File: src/rtl/clint.sv
// rtl/clint.sv - core-local interruptor: mtime/mtimecmp/msip behind a Wishbone-classic slave
// Optional prescaler selected by CLINT_PRESCALE_EN (TICK_DIV cycles per mtime tick).
module clint #(
  parameter int TICK_DIV = 10
) (
  input  logic        clk_i,
  input  logic        rst_i,
  input  logic [15:0] wbs_addr_i,
  input  logic [31:0] wbs_dat_i,
  input  logic [3:0]  wbs_sel_i,
  input  logic        wbs_we_i,
  input  logic        wbs_cyc_i,
  input  logic        wbs_stb_i,
  output logic [31:0] wbs_dat_o,
  output logic        wbs_ack_o,
  output logic        wbs_err_o,
  output logic        xint_mtip_o,
  output logic        xint_msip_o
);

  typedef enum logic {IDLE, RESP} state_t;

  state_t      state_q, state_d;
  logic [63:0] mtime_q, mtime_d, mtime_inc;
  logic [63:0] mtimecmp_q, mtimecmp_d;
  logic        msip_q, msip_d;
  logic        tick;
  logic        take, wr, mapped;
  logic        hit_msip, hit_cmp_lo, hit_cmp_hi, hit_time_lo, hit_time_hi;
  logic [15:0] word_addr;
  logic [31:0] wmask, rdata;

  if (TICK_DIV < 1 || TICK_DIV > 65535) begin : g_tick_div_range
    $error("clint: TICK_DIV must be in 1..65535");
  end

`ifdef CLINT_PRESCALE_EN
  logic [15:0] presc_q;

  assign tick = (presc_q == 16'(TICK_DIV - 1));

  // Free-running divider; mtime writes deliberately leave its phase alone.
  always_ff @(posedge clk_i) begin
    if (rst_i)     presc_q <= '0;
    else if (tick) presc_q <= '0;
    else           presc_q <= presc_q + 16'd1;
  end
`else
  assign tick = 1'b1;
`endif

  always_comb begin
    word_addr   = {wbs_addr_i[15:2], 2'b00};
    hit_msip    = (word_addr == 16'h0000);
    hit_cmp_lo  = (word_addr == 16'h4000);
    hit_cmp_hi  = (word_addr == 16'h4004);
    hit_time_lo = (word_addr == 16'hBFF8);
    hit_time_hi = (word_addr == 16'hBFFC);
    mapped      = hit_msip | hit_cmp_lo | hit_cmp_hi | hit_time_lo | hit_time_hi;
    take        = (state_q == IDLE) && wbs_cyc_i && wbs_stb_i;
    wr          = take && wbs_we_i && mapped;
    wmask       = {{8{wbs_sel_i[3]}}, {8{wbs_sel_i[2]}}, {8{wbs_sel_i[1]}}, {8{wbs_sel_i[0]}}};
  end

  always_comb begin
    state_d = state_q;
    case (state_q)
      IDLE:    if (take) state_d = RESP;
      RESP:    state_d = IDLE;
      default: state_d = IDLE;
    endcase
  end

  // Unwritten bytes of mtime keep the incremented value, written bytes override it.
  always_comb begin
    mtime_inc  = mtime_q + {63'd0, tick};
    mtime_d    = mtime_inc;
    mtimecmp_d = mtimecmp_q;
    msip_d     = msip_q;
    if (wr && hit_time_lo)
      mtime_d[31:0] = (mtime_inc[31:0] & ~wmask) | (wbs_dat_i & wmask);
    if (wr && hit_time_hi)
      mtime_d[63:32] = (mtime_inc[63:32] & ~wmask) | (wbs_dat_i & wmask);
    if (wr && hit_cmp_lo)
      mtimecmp_d[31:0] = (mtimecmp_q[31:0] & ~wmask) | (wbs_dat_i & wmask);
    if (wr && hit_cmp_hi)
      mtimecmp_d[63:32] = (mtimecmp_q[63:32] & ~wmask) | (wbs_dat_i & wmask);
    if (wr && hit_msip && wbs_sel_i[0])
      msip_d = wbs_dat_i[0];
  end

  always_comb begin
    rdata = '0;
    if (hit_msip)    rdata = {31'd0, msip_q};
    if (hit_cmp_lo)  rdata = mtimecmp_q[31:0];
    if (hit_cmp_hi)  rdata = mtimecmp_q[63:32];
    if (hit_time_lo) rdata = mtime_q[31:0];
    if (hit_time_hi) rdata = mtime_q[63:32];
  end

  always_ff @(posedge clk_i) begin
    if (rst_i) begin
      state_q     <= IDLE;
      mtime_q     <= '0;
      mtimecmp_q  <= '1;
      msip_q      <= 1'b0;
      xint_mtip_o <= 1'b0;
      wbs_ack_o   <= 1'b0;
      wbs_err_o   <= 1'b0;
      wbs_dat_o   <= '0;
    end else begin
      state_q     <= state_d;
      mtime_q     <= mtime_d;
      mtimecmp_q  <= mtimecmp_d;
      msip_q      <= msip_d;
      xint_mtip_o <= (mtime_q >= mtimecmp_q);
      wbs_ack_o   <= take && mapped;
      wbs_err_o   <= take && !mapped;
      wbs_dat_o   <= take ? rdata : 32'd0;
    end
  end

  assign xint_msip_o = msip_q;

endmodule

File: config.mk
export PLATFORM = sky130hd
export DESIGN_NAME = clint
export DESIGN_NICKNAME = d
export VERILOG_FILES = /design/src/rtl/clint.sv
export SDC_FILE = /design/constraint.sdc
export NUM_CORES = 1
export LEC_CHECK = 0
export ABC_CLOCK_PERIOD_IN_PS = 2200
export CORE_ASPECT_RATIO = 1.1
export CORE_MARGIN = 2
export CORE_UTILIZATION = 58
export DETAILED_ROUTE_END_ITERATION = 6
export PLACE_DENSITY = 0.81
export SETUP_SLACK_MARGIN = 0.05
export SYNTH_ARGS = -nofsm -noshare
export SYNTH_HDL_FRONTEND = slang
export SYNTH_SLANG_ARGS = --single-unit
File: constraint.sdc
create_clock -name clk_i -period 2.2 [get_ports clk_i]
set_clock_uncertainty 0.05 [all_clocks]
set_input_delay 0.44 -clock clk_i [delete_from_list [all_inputs] [get_ports clk_i]]
set_output_delay 0.44 -clock clk_i [all_outputs]
set_load 0.02 [all_outputs]
==> flow_metrics.env <==
export IMPL_failed_checks="negative setup slack"
export IMPL_grt_ovfl_total=0
export IMPL_clk_path_buf_depth=2
export IMPL_cts_tree="yes"
export IMPL_io_buffers=90
export IMPL_p_sw_mw=1.39
export IMPL_ys_ff_latch=165
export IMPL_p_per_area_nw_per_um2=513
export IMPL_period_share_pct=100
export IMPL_avgSynthCellArea_sq_um=8.58
export IMPL_vias=9174
export IMPL_hold_slack_ns=0.437
export IMPL_ys_seq_area_share_pct=36.0
export IMPL_cp_data_required_time_ns=2.49
export IMPL_setup_viol=1
export IMPL_dp_hpwl_um=19100
export IMPL_synth_simple_area_share_pct=24.4
export IMPL_grtUsageTotal_pct=33.1
export IMPL_cts_root_buf="clkbuf_16"
export IMPL_coreArea_sq_um=15600
export IMPL_ant_nets=0
export IMPL_synth_top_family_by_area="simple AND/OR/NAND/NOR gates"
export IMPL_final_cell_area_sq_um=12100
export IMPL_synth_xor_area_share_pct=5.82
export IMPL_muxShareOfSynthArea_pct=3.65
export IMPL_top_layer="met4"
export IMPL_routed_wl_um=28400
export IMPL_cap_violations=0
export IMPL_rrSetupSlack_ns=-0.0008
export IMPL_gp_congestion=0.925
export IMPL_async_flop_share_pct=0
export IMPL_switching_share_pct=22.2
export IMPL_ys_types=61
export IMPL_synth_compound_area_share_pct=15.6
export IMPL_wl_per_cell_um=19.2
export IMPL_seq_power_share_pct=48.1
export IMPL_synth_cell_area_sq_um=9180
export IMPL_p_total_mw=6.24
export IMPL_initial_core_util_pct=58.8
export IMPL_clkPwrFrac_pct=46.6
export IMPL_rsz0062_at_grt="yes"
export IMPL_met3_length_um=2280
export IMPL_clock_latency_ns=0.44
export IMPL_antenna_found_initial=1
export IMPL_drt_drc_violations_left=0
export IMPL_fillers=1029
export IMPL_crit_type="reg -> reg"
export IMPL_cp_max_fo=5
export IMPL_row_count=48
export IMPL_yosys_warnings=0
export IMPL_die_h_um=136
export IMPL_dr_pass1_iters=6
export IMPL_syn_to_final_growth_pct=32.3
export IMPL_cp_start_kind="flop"
export IMPL_detail_route_wirelength_met1_um=11100
export IMPL_synth_fa_ha_area_share_pct=8.86
export IMPL_synth_edff_count=0
export IMPL_holdCritPathClass="reg -> reg"
export IMPL_die_area_sq_um=16900
export IMPL_peakVddDrop_mv=0.574
export IMPL_finalMaxSlewViolations=0
export IMPL_syn_inst=1070
export IMPL_cts_sinks=165
export IMPL_drt_iter0_drc=1131
export IMPL_placed_area_sq_um=11200
export IMPL_hold_viol=0
export IMPL_nets=1388
export IMPL_p_int_mw=4.85
export IMPL_leakage_nw=5.38
export IMPL_worst_pin_slew_ns=0.524
export IMPL_grt_pass1_vias=8587
export IMPL_die_w_um=124
export IMPL_path_clk_slew_ns=0.06
export IMPL_cp_end_kind="flop"
export IMPL_fin_cells=1480
export IMPL_comb_power_share_pct=5.3
export IMPL_worst_slack_ns=-0.000826
export IMPL_dp_cells=1438
export IMPL_arrival_ns=2.49
export IMPL_maxSlewHeadroom_pct=64.7
export IMPL_synthFlopType="dfxtp_1"
export IMPL_io_pins=93
export IMPL_synth_nets=1192
export IMPL_drive_above_1_share_pct=23.0
export IMPL_grt_pass1_wl_um=43300
export IMPL_grt_max_degree=50
export IMPL_fin_tns_setup_ns=-0.000826
export IMPL_status="finished with violations"
export IMPL_wl_met2_um=14000
export IMPL_fmax_mhz=454
export IMPL_finalCriticalPeriod_ns=2.20
export IMPL_via_per_inst=6.20
export IMPL_cts_buffers=17
export IMPL_htreeDepth=4
[power by group through the flow]
stage	clock [mW]	sequential (mW)	combinational (mW)
2_1_floorplan	0	3.07	0.0938
4_1_cts	2.90	3.00	0.309
6_report	2.91	3.00	0.330
3_3_place_gp	0	3.06	0.302
3_5_place_dp	0	3.06	0.305
5_1_grt	3.02	3.00	0.345
[worst max-delay path, cell delays in order, from the launching register on]
cell and delay [ns]:
dfxtp_1 0.46, nand3_1 0.23, nor3_2 0.35, nand4_1 0.24, nor4_2 0.34, xnor2_1 0.14
a211oi_1 0.28
[path summary, 6_finish.rpt]
kind / cells past startpoint / from / endpoint
setup reg to reg: 6 / mtime_q[52] / mtime_q[63]
hold / removal: 2 / flop / flop
setup / recovery: 6 / mtime_q[52] / mtime_q[63]
hold reg to reg: 2 / flop / flop
[final cells by class]
class,instances,area [sq um],share of cell area (%)
clock buffer,23,458,3.77
antenna,1,2.50,0.0206
tap,200,250,2.06
timing repair buffer,228,2080,17.2
clock inverter,9,104,0.855
multi-input combinational,778,5630,46.3
sequential,165,3330,27.4
inverter,76,285,2.35
[synth_stat cells (all sizes together) (2+ instances only)]
master | n | area [sq um]
a211o | 40 | 350
a211oi | 44 | 335
a21o | 6 | 45.0
a21oi | 22 | 110
a221oi | 2 | 17.5
a222oi | 31 | 310
and2 | 2 | 12.5
and3 | 14 | 87.6
and4 | 7 | 61.3
buf | 21 | 120
clkbuf | 30 | 114
dfxtp | 165 | 3300
ha | 65 | 813
inv | 76 | 285
mux2 | 28 | 315
mux2i | 2 | 20.0
nand2 | 109 | 412
nand2b | 3 | 18.8
nand3 | 49 | 285
nand3b | 26 | 199
nand4 | 28 | 194
nor2 | 144 | 556
nor3 | 27 | 223
nor4 | 12 | 121
o21ai | 35 | 175
o21bai | 2 | 15.0
or3 | 3 | 18.8
xnor2 | 36 | 315
xor2 | 25 | 219
[cells in the final DEF, fill, tap and decap left out, types with 24 or more instances in the layout]
master	count
a211oi_1	43
nand3b_1	25
a222oi_1	31
a211o_1	40
inv_1	68
ha_1	57
buf_4	126
o21ai_0	25
nor2_1	137
dfxtp_1	141
nand4_1	25
mux2_2	28
clkdlybuf4s50_1	88
nand3_1	44
xnor2_1	36
xor2_1	25
dfxtp_2	24
nand2_1	107
[metrics by stage]
| step | util (%) | setup slack, ns |
|---|---|---|
| floorplan | - | 0.191 |
| global placement | 71.9 | -0.234 |
| detailed placement | 71.9 | -0.283 |
| global route | 77.8 | -0.0869 |
| CTS | 76.1 | 0.0679 |
| finish | 77.8 | -0.000826 |
[layer usage]
layer	global-route usage, %	vias to the layer above
met4	16.6	0
met5	0	-
met1	40.6	4356
met3	5.45	96
met2	55.6	501
li1	-	4221
[repair_timing]
item | 4_1_cts | 5_1_grt
pin swaps | 10 | 20
gates resized for setup | 20 | 52
buffers inserted | 3 | 8
endpoints found under the setup margin | 9 | 58
hold buffers | 0 | 0
[cells by family (layout without fill, tap and decap cells)]
group,count (synthesis),count (layout)
compound gates,191,191
other cells,0,1
xor+xnor,61,61
simple gates,431,431
buf+inv,127,336
mux,30,30
flops,165,165
fa+ha+maj,65,65
Note: power is estimated with default switching activity, not from simulation.
